**config.mk**
```make
export PLATFORM = sky130hd
export DESIGN_NAME = ringbuf_mc
export DESIGN_NICKNAME = d
export VERILOG_FILES = /design/src/rtl/ringbuf_mc.sv
export SDC_FILE = /design/constraint.sdc
export NUM_CORES = 1
export LEC_CHECK = 0
export ABC_AREA = 0
export BUFFER_PORTS_ARGS = -buffer_cell sky130_fd_sc_hd__buf_2
export CAP_MARGIN = 5
export CORE_ASPECT_RATIO = 0.5
export CORE_MARGIN = 2
export CORE_UTILIZATION = 34
export DETAILED_ROUTE_END_ITERATION = 10
export GPL_TIMING_DRIVEN = 0
export PLACE_DENSITY_LB_ADDON = 0.15
export SYNTH_ARGS = -nofsm -noshare
export SYNTH_HDL_FRONTEND = slang
export SYNTH_SLANG_ARGS = --single-unit
```
**constraint.sdc**
```tcl
create_clock -name clk -period 4.64 [get_ports clk]
set_clock_uncertainty 0.05 [all_clocks]
set_input_delay 1.392 -clock clk [delete_from_list [all_inputs] [get_ports clk]]
set_output_delay 1.392 -clock clk [all_outputs]
set_load 0.03 [all_outputs]
```
**src/rtl/ringbuf_mc.sv**
```systemverilog
// Multi-channel audio ring buffer: NUM_CH circular sample queues sharing one memory, with a history-offset read tap.
// Define RINGBUF_MC_UNDERRUN_MUTE_EN to return zero data for reads of an empty channel.
module ringbuf_mc #(
  parameter int WIDTH      = 24,
  parameter int DEPTH      = 16,
  parameter int DEPTH_LOG2 = 4,
  parameter int NUM_CH     = 2,
  parameter int CH_LOG2    = 1
) (
  input  logic                  clk,
  input  logic                  rst,
  input  logic [WIDTH-1:0]      wdata_i,
  input  logic                  we_i,
  input  logic [CH_LOG2-1:0]    wch_i,
  input  logic                  rd_i,
  input  logic [CH_LOG2-1:0]    rch_i,
  input  logic [DEPTH_LOG2-1:0] offset_i,
  input  logic                  pop_i,
  input  logic                  clr_flags_i,
  output logic [WIDTH-1:0]      data_o,
  output logic                  valid_o,
  output logic [CH_LOG2-1:0]    ch_o,
  output logic [DEPTH_LOG2:0]   level_o,
  output logic [NUM_CH-1:0]     overrun_o,
  output logic [NUM_CH-1:0]     underrun_o
);

  // Memory is sized for every encodable channel so {ch, ptr} never indexes out of range.
  localparam int MEM_WORDS = (1 << CH_LOG2) * DEPTH;
  localparam logic [DEPTH_LOG2:0]   LVL_FULL = (DEPTH_LOG2+1)'(DEPTH);
  localparam logic [DEPTH_LOG2:0]   LVL_ONE  = (DEPTH_LOG2+1)'(1);
  localparam logic [DEPTH_LOG2-1:0] PTR_ONE  = DEPTH_LOG2'(1);

  logic [WIDTH-1:0]      mem [MEM_WORDS];

  logic [DEPTH_LOG2-1:0] wptr_q  [NUM_CH];
  logic [DEPTH_LOG2-1:0] wptr_d  [NUM_CH];
  logic [DEPTH_LOG2-1:0] rptr_q  [NUM_CH];
  logic [DEPTH_LOG2-1:0] rptr_d  [NUM_CH];
  logic [DEPTH_LOG2:0]   level_q [NUM_CH];
  logic [DEPTH_LOG2:0]   level_d [NUM_CH];
  logic [NUM_CH-1:0]     overrun_q, overrun_d;
  logic [NUM_CH-1:0]     underrun_q, underrun_d;

  logic [NUM_CH-1:0]     wrSel, popSel, isFull, isEmpty;
  logic [DEPTH_LOG2-1:0] rdPtr, wrPtr;
  logic [DEPTH_LOG2:0]   rdLevel;
  logic [CH_LOG2+DEPTH_LOG2-1:0] raddr, waddr;
  logic                  muteRead;

  logic [WIDTH-1:0]      data_q;
  logic                  valid_q;
  logic [CH_LOG2-1:0]    ch_q;
  logic [DEPTH_LOG2:0]   rdLevel_q;

  always_comb begin
    overrun_d  = clr_flags_i ? '0 : overrun_q;
    underrun_d = clr_flags_i ? '0 : underrun_q;
    wrSel   = '0;
    popSel  = '0;
    isFull  = '0;
    isEmpty = '0;
    rdPtr   = '0;
    rdLevel = '0;
    wrPtr   = '0;
    for (int c = 0; c < NUM_CH; c++) begin
      wptr_d[c]  = wptr_q[c];
      rptr_d[c]  = rptr_q[c];
      level_d[c] = level_q[c];
      wrSel[c]   = we_i && (wch_i == CH_LOG2'(c));
      popSel[c]  = pop_i && (rch_i == CH_LOG2'(c));
      isFull[c]  = (level_q[c] == LVL_FULL);
      isEmpty[c] = (level_q[c] == '0);

      if (wrSel[c]) begin
        wptr_d[c] = wptr_q[c] + PTR_ONE;
      end
      // Both strobes judge against the pre-cycle level; a pop on a full channel absorbs the drop.
      unique case ({wrSel[c], popSel[c] && !isEmpty[c]})
        2'b11: rptr_d[c] = rptr_q[c] + PTR_ONE;
        2'b10: begin
          if (isFull[c]) begin
            rptr_d[c]    = rptr_q[c] + PTR_ONE;
            overrun_d[c] = 1'b1;
          end else begin
            level_d[c] = level_q[c] + LVL_ONE;
          end
        end
        2'b01: begin
          rptr_d[c]  = rptr_q[c] + PTR_ONE;
          level_d[c] = level_q[c] - LVL_ONE;
        end
        default: ;
      endcase
      if (popSel[c] && isEmpty[c]) begin
        underrun_d[c] = 1'b1;
      end

      if (rch_i == CH_LOG2'(c)) begin
        rdPtr   = rptr_q[c];
        rdLevel = level_q[c];
      end
      if (wch_i == CH_LOG2'(c)) begin
        wrPtr = wptr_q[c];
      end
    end
  end

  assign raddr = {rch_i, rdPtr - offset_i};
  assign waddr = {wch_i, wrPtr};

`ifdef RINGBUF_MC_UNDERRUN_MUTE_EN
  assign muteRead = (rdLevel == '0);
`else
  assign muteRead = 1'b0;
`endif

  always_ff @(posedge clk) begin
    if (we_i) begin
      mem[waddr] <= wdata_i;
    end
  end

  always_ff @(posedge clk or negedge rst) begin
    if (!rst) begin
      for (int c = 0; c < NUM_CH; c++) begin
        wptr_q[c]  <= '0;
        rptr_q[c]  <= '0;
        level_q[c] <= '0;
      end
      overrun_q  <= '0;
      underrun_q <= '0;
      data_q     <= '0;
      valid_q    <= 1'b0;
      ch_q       <= '0;
      rdLevel_q  <= '0;
    end else begin
      for (int c = 0; c < NUM_CH; c++) begin
        wptr_q[c]  <= wptr_d[c];
        rptr_q[c]  <= rptr_d[c];
        level_q[c] <= level_d[c];
      end
      overrun_q  <= overrun_d;
      underrun_q <= underrun_d;
      valid_q    <= rd_i;
      // A same-address write this cycle lands after this read, so old contents are returned.
      if (rd_i) begin
        data_q    <= muteRead ? '0 : mem[raddr];
        ch_q      <= rch_i;
        rdLevel_q <= rdLevel;
      end
    end
  end

  assign data_o     = data_q;
  assign valid_o    = valid_q;
  assign ch_o       = ch_q;
  assign level_o    = rdLevel_q;
  assign overrun_o  = overrun_q;
  assign underrun_o = underrun_q;

endmodule

```
==> results of run 1 <==
## layout by cell type (no fill, tap or decap), drive strengths merged, types with 2 or more instances in the layout
cell type / count
nand2: 21
nand4: 3
clkinv: 29
buf: 135
o21ai: 12
nor3: 7
xor2: 4
nand3: 5
inv: 11
mux4: 216
nand3b: 3
clkbuf: 141
mux2: 7
o32ai: 2
bufinv: 5
or3: 2
ha: 9
mux2i: 103
a21oi: 34
nand2b: 3
and2: 2
a41oi: 2
or4: 4
dfrtp: 61
xnor2: 18
nor2: 68
o22ai: 3
clkinvlp: 2
edfxtp: 768
## state kept, by name, summed over array words and instances, names as in the netlist
signal / flops
ch_o: 1
valid_o: 1
level_o: 5
level_q: 10
underrun_o: 2
data_o: 24
mem: 768
rptr_q: 8
overrun_o: 2
wptr_q: 8
## metal layers
metal,part of all wire (%),wire (um)
met5,0,0
met3,5.7,4580
met1,47,38200
met2,45,36500
met4,1.8,1460
## worst paths after layout
check / from / end / slack [ns] / cells past startpoint
max: rch_i / data_o[19] / 0.10 / 12
min reg2reg: rptr_q[3] / rptr_q[3] / 0.43 / 1
min: rptr_q[3] / rptr_q[3] / 0.43 / 1
max in group asynchronous: rst / data_o[8] / 3.30 / 2
min in group asynchronous: rst / overrun_o[0] / 0.64 / 1
max reg2reg: rptr_q[0] / data_o[19] / 1.12 / 10
## power groups by stage
stage          Sequential, mW  Combinational, mW  Clock (mW)
2_1_floorplan            9.36               5.88           0
3_3_place_gp             9.22               9.13           0
3_5_place_dp             9.23               9.40           0
4_1_cts                  9.08               9.51        6.56
5_1_grt                  9.12               9.94        6.86
6_report                 9.07               9.34        6.40
## metrics by stage
stage / worst slack, ns / utilization, % / TNS [ns] / hold slack [ns] / cells
6_report: 0.102 / 40.3 / 0 / 0.425 / 2947
5_1_grt: 0.0335 / 40.3 / 0 / 0.446 / 2947
4_1_cts: 0.0113 / 40.2 / 0 / 0.426 / 2947
3_5_place_dp: -1.76 / 37.5 / -36.98 / 0.417 / 2801
3_3_place_gp: -1.73 / 36.5 / -490.44 / 0.418 / 2774
2_1_floorplan: 0.232 / - / 0 / 0.395 / 1451
## area by class of cell
class | instances | share of cell area, %
sequential | 829 | 65.4
multi-input combinational | 540 | 19.9
buffer | 73 | 1.17
tap | 1255 | 4.18
inverter | 9 | 0.0898
timing repair buffer | 95 | 2.51
clock inverter | 38 | 0.862
clock buffer | 108 | 5.88
## kinds of logic (layout without fill, tap and decap cells)
group | after synthesis | after routing | synth area share (%)
compound gates | 58 | 58 | 1.02
mux | 326 | 326 | 18.6
fa+ha+maj | 10 | 10 | 0.412
xor+xnor | 22 | 22 | 0.644
simple gates | 124 | 124 | 1.72
flops | 829 | 829 | 76.3
buf+inv | 82 | 323 | 1.32
## repair_timing
action / CTS / global route
endpoints found under the hold margin: 0 / 0
hold buffers: 0 / 0
endpoints found under the setup margin: 24 / 24
gates resized for setup: 30 / 18
setup buffers: 0 / 0
==> impl_summary.md, run 1 <==
Pwr
Sequential cells burn 36.6% of the power. The total power divided by cell area is 660 nW/um^2. The standby leakage power is 12.1 nW. The largest vdd supply drop is 0.293 mV. The switching power share of the total is 33.5%. The part of the total power dissipated in the clock network is approximately a quarter. In this run the power spent charging and discharging nets is 8.32 mW.

After layout, the design draws a total of around 25 mW. The cell internal power dissipation is 16.5 mW. Combinational cells account for 37.7% of the total power.

Worst setup path
STA classifies the critical path startpoint as an input port. The required time of the critical path is 5.07 ns. The worst-path cell with the longest stage delay is fa_2. The signal on the critical path passes through buf_4, clkbuf_4, mux2i_1, ha_1, inv_1, fa_2, buf_4, buf_2, mux4_2, mux2i_2, mux4_2, a21oi_1.

At the worst endpoint, the arrival time is between 4 and 5 ns. The largest fanout of any net on the critical path is 10. The type of element capturing the critical path is a flop.

For this run, the slowest stage of the critical path takes 0.67 ns. The buffer and inverter count on the worst path is 5. The worst setup path is of the input port to flop kind.

The kind of cell with the highest combined delay along the critical path is multiplexers.

Clock tree
The clock tree synthesis step divided the H-tree into 3 levels. For the worst-skew pair, the clock arrives at the later sink with an insertion delay of 0.65 ns. Clock tree synthesis found a total of 829 sinks.

The clock tree from TritonCTS is done. Buffers inserted during clock tree synthesis total 79. The cell at the root of the clock tree is clkbuf_16. The clock transition at the registers of the reported paths is 0.07 ns. No sink is reached through more buffers than the 3 on the longest clock path.

STA
The number of setup violations in the final report is 0. Setup repair after global routing left no endpoint under its margin. The final critical path takes up 97.8% of the cycle. For the pin with the worst max-slew slack, the measured transition is 1.12 ns. The time the worst path needs with I/O delays and setup is 4.54 ns. The top achievable clock speed is 220 MHz.

The headroom to the max-slew limit is between 20 and 30%. The number of slew-limit violations in the final report is 0. The number of hold violations in the final report is 0.

Final layout
The area of all placed cells without fillers is about 38,000 sq um. From synthesis to final layout, the design area changed by 16.7%. The number of nets in the layout is 1,673. The antenna diode count is 0. The total area of multi-input combinational cells is 7500 sq um.

In the final layout, the share of cells above drive strength 1 is between 30% and 40%. The layout has 8,246 filler cells. The register area is 24,600 sq um.

Die
Pin placement for this block handled 71 I/O pins. The floorplan die height is approximately 220 um. The initial utilization of the core area, before any placement, comes to 34.5%. The floorplan step defined a die boundary enclosing 97,400 sq um. The die is around 440 um wide. Row generation in the floorplan step produced between 70 and 80 rows. The floorplan step defined a core boundary enclosing 93,400 sq um.

Synth
A synthesized cell averages 22.2 sq um. The flop and latch count out of synthesis is between 800 and 900. By area the synthesized netlist is led by edfxtp_1 (72%), mux4_2 (15%), dfrtp_1 (4.7%). edfxtp_1 is the most common cell in the netlist. When the netlist entered floorplanning its net count stood at approximately 1,500.

The count of warnings emitted by yosys is 0. The synthesized design spends more area on one cell type than any other, namely edfxtp_1. The commonest cells after synthesis are edfxtp_1 (768), mux4_2 (212), mux2i_1 (103), nor2_1 (68), dfrtp_1 (61). In this run, distinct cell masters in the synthesized netlist total between 40 and 50. In the synthesized netlist, the number of instances is 1,451.

The share of the synthesized area in the top cell type is 71.6%. The count of flip-flops with a built-in enable after synthesis is between 700 and 800. The cell area after synthesis is around 32,000 sq um. For this run, the leading register cell type out of synthesis is edfxtp_1. The share of the Yosys chip area taken by registers is 76.3%. Counting flops with an async set or reset pin after synthesis yields a share of 7.36%.

GRT
The global routing stage identified its most utilized layer as met2. For this run, the total global-route usage over all layers was measured as 16.8%. The final global-route overflow total is 0. The global-route met1 utilization is between 20 and 25%. The number of antenna violations at the first check in global routing is 0. The global-route wire length before repair is 116 mm. The number of global-route vias before repair is 15,882.

The global-route track usage on met3 is 3.84%. The pin count of the biggest net entering global routing is 33. Global routing used approximately a quarter of the available met2 tracks.

Place
The placed wire-length estimate is around 56 mm. The number of input and output port buffers inserted is 68. The final weighted congestion in routability-driven placement is 0.766. Summing all placed instances gives a cell area of about 35,000 sq um.

Outcome
The run finished with clean final reports.

Detailed routing
For this block, the routed nets add up to 80.7 mm of wire. The total number of vias is approximately 15,000. The routed wirelength normalized by instance count is between 20 and 30 um. After detailed routing, the number of vias per cell comes to ~5.2. In this run the remaining antenna-violating nets after routing total 0. The number of detailed-route iterations in the first pass is 5. The first-iteration detailed-routing DRC count is approximately 1,500.

For this run, design rule violations remaining after detail routing come to 0.

Flow run
The max-cap check violation count is 0.

Hold path
The type of the tightest min-delay check is flop to flop.
No activity file was read; power rests on OpenSTA's default activity.
==> run 2: changes to the inputs <==
--- a/config.mk
+++ b/config.mk
@@ -8,7 +8,7 @@
 export ABC_AREA = 0
 export BUFFER_PORTS_ARGS = -buffer_cell sky130_fd_sc_hd__buf_2
 export CAP_MARGIN = 5
-export CORE_ASPECT_RATIO = 0.5
+export CORE_ASPECT_RATIO = 0.7
 export CORE_MARGIN = 2
 export CORE_UTILIZATION = 34
 export DETAILED_ROUTE_END_ITERATION = 10
==> impl_summary.md, run 2 (synthesis gave the netlist of run 1 again) <==
Worst setup path
The buffer and inverter count on the worst path is 5. The worst-path cell with the longest stage delay is fa_1. Counting stages on the worst path, the most repeated cell is buf_4. The largest fanout of any net on the critical path is 10. STA classifies the critical path startpoint as an input port. The delay of the slowest cell on the worst path is 0.48 ns. Data on the critical path arrives at its endpoint at 4.98 ns.

The critical path start-end classification is input port to flop. The signal on the critical path passes through buf_4, clkbuf_4, mux2i_1, ha_1, inv_1, fa_1, xnor2_4, buf_4, buf_4, mux2i_2, mux4_1, a21oi_1. The required time of the critical path is 5.09 ns. The worst setup path is captured at a flop. The cell family with the largest share of critical-path delay is buffers and inverters.

STA
Setup repair after global routing left no endpoint under its margin. Setup slack closes at ~0.11 ns. The top achievable clock speed is roughly 220 MHz. At the pin with the least slew margin, the transition time is 1.23 ns. Headroom to the max-slew limit came out at 18.1%. The number of hold violations in the final report is 0. The setup total negative slack is 0 ns. Of the available clock period, the critical path in the final layout requires 97.6%. The number of slew-limit violations in the final report was 0.

Setup violations remaining at the end of the flow were counted as 0. The time the worst path needs with I/O delays and setup is 4.53 ns.

Final layout
More flip-flops sit in one register than any other, and that register is mem. The most common library cell in the layout ignoring fill and taps is edfxtp_1. The area of all placed cells without fillers is 38,000 sq um. After the last flow step, the layout net total stands at 1,684.

The flip-flop count of the largest register, all copies and words added is 768. The area growth from synthesis to layout is 17.8%. The fraction of layout cells with a size suffix above 1 is 31.1%. Cells fill 40.4% of the core in the end. In the layout the commonest cells are edfxtp_1 (768), mux4_2 (212), mux2i_1 (100).

Clock tree
The post-CTS repair timing setup buffer count is 0. The clock latency on the worst-skew pair is 0.65 ns. The clock tree from TritonCTS is done. The H-tree level count is 3. After clock tree synthesis, the clock-pin slew on the worst setup and hold paths is around 0.06 ns. The root buffer cell chosen for the clock tree is clkbuf_16. CTS saw 829 sinks.

The number of buffers created by CTS is 84. The maximum buffer depth of the clock tree is 3.

Die
The total core area is 94,000 sq um. The die outline area is between 90,000 and 100,000 sq um. The number of top-level design ports is 71. The row count is 94. The width of the die is 372 um.

The initial utilization of the core area, before any placement, comes to 34.3%. The floorplan die height is approximately 260 um.

Detailed routing
The first detailed-routing pass ran for 5 iterations. The mean number of vias per cell is 5.27. For this block, wires on met1 add up to 42.1 mm. For this block, the initial DRC count from the detailed router was roughly 1,700. For this run, design rule violations remaining after detail routing come to 0. Summed over all nets, wire length on met3 after detailed routing comes to around 6.4 mm. The number of antenna-violating nets in the routed design is 0. After detailed routing, the average wire length per cell comes to 29.6 um.

The highest metal layer carrying signal wires in the routed design is met4. The routed design uses 37.4 mm of met2 wire. The routed layout has 15,574 vias. The wire length reported by the detailed router is 87.5 mm.

Pwr
Cell internal power was estimated by the tool at 16.6 mW. The switching power of the nets is 8.61 mW. In this run, flip-flops and latches consume between 30 and 40% of the power. In this run the power density over the cells is 664 nW/um^2. The part of the total power dissipated in the clock network is 26.1%. The switching power share of the total is 34.1%. The largest vdd supply drop is 0.377 mV. Combinational cells account for 38.0% of the total power. For this design the static power due to leakage is 12.3 nW.

Flow run
The max-cap check violation count is 0.

GRT
Entering global routing, the biggest net connects 35 pins. For this run the aggregate overflow at the end of global routing stands at 0. The number of global-route vias before repair is roughly 16,000.

The combined global-route utilization of all metal layers is 18.3%. The number of antenna violations at the first check in global routing was 10. The global-route wire length before repair is 122 mm.

Outcome
The run finished with clean final reports.

Place
During placement, the flow inserted port buffers numbering 68. Detailed placement ended at an HPWL of 59.1 mm. Before CTS, the worst setup slack after placement is -1.58 ns. The congestion estimate from routability-driven global placement came to 0.747. The standard cell area after detailed placement is 35,300 sq um.

Hold path
The worst hold path belongs to the class flop to flop.
[run 2: metrics by stage]
stage / instances / total power, mW / hold WS, ns
after floorplan: 1451 / 15.2 / 0.395
after global placement: 2767 / 18.6 / 0.413
after detailed placement: 2800 / 18.9 / 0.415
after CTS: 2956 / 25.5 / 0.426
after global routing: 2956 / 26.3 / 0.465
final: 2957 / 25.2 / 0.431
[run 2: power by group through the flow]
stage	Sequential, mW	Combinational, mW	Clock (mW)
after global routing	9.12	10.1	7.03
after detailed placement	9.21	9.65	0
final	9.06	9.57	6.59
after global placement	9.22	9.37	0
after CTS	9.06	9.72	6.75
after floorplan	9.36	5.88	0
[run 2: timing repair]
item,CTS,global route
hold buffers,0,0
cloned,0,0
gates resized for setup,26,6
setup endpoints to repair,24,18
[run 2: worst paths after layout]
kind,startpoint,to,slack (ns),cells past startpoint
worst min register to register,rptr_q[3],rptr_q[3],0.43,1
max in group asynchronous,rst,data_o[7],3.28,2
worst min-delay path,rptr_q[3],rptr_q[3],0.43,1
min in group asynchronous,rst,overrun_o[0],0.66,1
worst max-delay path,rch_i,data_o[20],0.11,12
worst max register to register,rptr_q[0],data_o[20],1.00,10
[run 2: cell type report]
| class | count | area (sq um) |
|---|---|---|
| buffer | 73 | 433 |
| sequential | 829 | 24600 |
| antenna | 1 | 2.50 |
| tap | 1248 | 1560 |
| clock buffer | 107 | 2240 |
| timing repair buffer | 101 | 1220 |
| fill | 8216 | 56000 |
| inverter | 9 | 33.8 |
| multi-input combinational | 540 | 7480 |
| clock inverter | 49 | 402 |
[run 2: routing by layer]
| layer | GRT usage [%] | up-vias |
|---|---|---|
| li1 | - | 6437 |
| met3 | 3.92 | 113 |
| met2 | 26.2 | 511 |
| met1 | 28.6 | 8513 |
| met5 | 0 | - |
| met4 | 3.94 | 0 |
[run 2: worst reg2reg max path, stage by stage (launching register included)]
cell and delay, ns:
dfrtp_1 0.43, mux2i_1 0.18, ha_1 0.17, inv_1 0.06, fa_1 0.48, xnor2_4 0.45, buf_4 0.35, buf_4 0.36
mux2i_2 0.47, mux4_1 0.41, a21oi_1 0.10
==> run 3: changes to the inputs <==
--- a/config.mk
+++ b/config.mk
@@ -13,7 +13,7 @@
 export CORE_UTILIZATION = 34
 export DETAILED_ROUTE_END_ITERATION = 10
 export GPL_TIMING_DRIVEN = 0
-export PLACE_DENSITY_LB_ADDON = 0.15
+export PLACE_DENSITY = 0.5
 export SYNTH_ARGS = -nofsm -noshare
 export SYNTH_HDL_FRONTEND = slang
 export SYNTH_SLANG_ARGS = --single-unit
==> impl_summary.md, run 3 (synthesis gave the netlist of run 1 again) <==
Outcome
The run finished with clean final reports.

Detailed routing
The detailed router finished its first iteration with 1,406 violations. For this run, design rule violations remaining after detail routing come to 0. In this run the remaining antenna-violating nets after routing total 0.

The number of detailed-route iterations in the first pass is 5. The routed wirelength normalized by instance count is around 29 um. The total number of vias is 15,401. The wire length reported by the detailed router is 84.7 mm.

The mean number of vias per cell is 5.21.

Worst setup path
For flop-to-flop paths, the worst setup slack is roughly 1.0 ns. The setup path with the least slack is of type input port to flop. The length in cells of the worst reg-to-reg path is 10.

The worst setup path is launched from an input port. At the worst endpoint, the required time is between 5 and 6 ns. The worst register-to-register path ends at data_o[10]. STA classifies the critical path endpoint as a flop. STA puts the critical path data arrival time at 4.97 ns.

In this run the worst setup path begins at rch_i. The reg-to-reg startpoint is rptr_q[0]. The largest fanout of any net on the critical path is 10.

Clock tree
The H-tree generated during clock tree synthesis spans 3 levels. After clock tree synthesis, the clock-pin slew on the worst setup and hold paths is 0.06 ns. The count of clock tree sinks is about 830.

The maximum buffer depth of the clock tree is 3. The later pin in the worst-skew pair is clocked with a latency of 0.63 ns. In this run, CTS created clock tree buffers numbering 83. The clock tree from TritonCTS is done. The cell at the root of the clock tree is clkbuf_16.

Die
The total core area is 94,000 sq um. The width of the die is 372 um. Once the floorplan was initialized, standard cells occupied 34.3% of the core. The number of top-level design ports is just over 70.

The die is around 260 um tall. The die outline area is 97,300 sq um. Row generation in the floorplan step produced 94 rows.

Flow run
The max-cap check violation count is 0.

Place
The final weighted congestion in routability-driven placement is 0.737. The wire-length estimate of the detail-placed layout is 56.9 mm. In this run the cell area measured after placement is 35,200 sq um. The number of input and output port buffers inserted is 68.

STA
The number of hold violations in the final report is 0. Setup repair after global routing left no endpoint under its margin. After layout, the worst path uses a little over nine tenths of the clock period. The routed design could run at a clock period as short as 4.55 ns.

The headroom to the max-slew limit is between 20% and 30%. Hold timing on the final database bottoms out at a slack of 0.425 ns. The top achievable clock speed is 220 MHz. The number of slew-limit violations in the final report is 0. The setup total negative slack is 0 ns. At the pin with the least slew margin, the transition time is 1.13 ns. Setup violations remaining at the end of the flow were counted as 0.

Final layout
The final layout contains 1,683 nets. The area of all placed cells without fillers is ~38,000 sq um. The register with the most flip-flops in the layout has 768 of them. The fraction of layout cells with a size suffix above 1 is 30.9%.

In the layout the commonest cells are edfxtp_1 (768), mux4_2 (212), mux2i_1 (103). mem holds more flip-flops than any other register. The library cell used most frequently in the layout, excluding fill and tap cells, is edfxtp_1. Relative to the synthesized area, the layout overhead comes to 17.3%.

Pwr
Across the VDD grid, the largest voltage drop is 0.341 mV. The overall power is 24.8 mW. The analysis attributes to cell leakage a power of around 12 nW. The total power divided by cell area is 657 nW/um^2.

Hold path
The hold path startpoint is rptr_q[7]. The terminating pin of the worst hold path is rptr_q[7]. Counting instances, the worst hold path has a depth of 1. The type of the tightest min-delay check is flop to flop.

GRT
The number of global-route vias before repair came to roughly 16,000. The global-route wire length before repair is 120 mm. The number of antenna violations at the first check in global routing is 7. The combined global-route utilization of all metal layers is 17.7%.

The pin count of the biggest net entering global routing is 55. After global routing the overflow that remains totals 0.
## run 3: cell count changes in the layout (fill, tap and decap cells not counted), moves of 4 or more
cell	previous run	this run
clkinv_4	0	4
buf_16	29	19
clkinv_1	20	16
buf_12	4	14
## run 3: how the worst max path moves through the flow
stage                      end  slack [ns]
CTS                  data_o[8]        0.02
floorplan           data_o[20]        0.23
detailed placement  data_o[23]       -1.56
global placement    data_o[23]       -1.54
finish              data_o[10]        0.09
global route        data_o[22]        0.09
## run 3: repair_timing
item | 4_1_cts | 5_1_grt
setup buffers | 0 | 0
hold buffers | 0 | 0
endpoints found under the setup margin | 24 | 11
resized for setup | 24 | 6
## run 3: power breakdown
group	switching, mW	leakage (nW)	internal [mW]
Combinational	5.25	3.36	4.10
Sequential	0.342	7.63	8.73
Clock	2.79	1.24	3.61
## run 3: cell type report
cell class,instances,area (sq um)
Tap cell,1248,1560
Multi-Input combinational cell,540,7470
Timing Repair Buffer,101,1150
Buffer,73,437
Inverter,9,33.8
Clock buffer,108,2220
Fill cell,8190,56200
Antenna cell,3,7.51
Sequential cell,829,24600
Clock inverter,43,328
## run 3: metal layers
| layer | wire length [um] | up-vias | track usage (%) | part of all wire, % |
|---|---|---|---|---|
| met4 | 1300 | 4 | 3.36 | 1.5 |
| met2 | 37700 | 463 | 26.4 | 45 |
| li1 | - | 6458 | - | - |
| met1 | 39300 | 8377 | 26.5 | 46 |
| met3 | 6340 | 99 | 4.28 | 7.5 |
| met5 | 27 | - | 0 | 0.032 |
## run 3: through the flow
stage / utilization [%] / cells / setup WS, ns
floorplan: - / 1451 / 0.232
global placement: 36.3 / 2767 / -1.54
detailed placement: 37.4 / 2800 / -1.56
CTS: 40.2 / 2951 / 0.0186
global route: 40.2 / 2951 / 0.0890
finish: 40.2 / 2954 / 0.0914
## run 3: critical path, cell delays in order
cell and delay [ns]:
buf_4 0.19, clkbuf_4 0.33, mux2i_1 0.22, ha_1 0.16
inv_1 0.06, fa_1 0.62, buf_4 0.27, buf_2 0.46
mux4_2 0.38, mux2i_1 0.41, mux4_2 0.36, a21oi_1 0.07
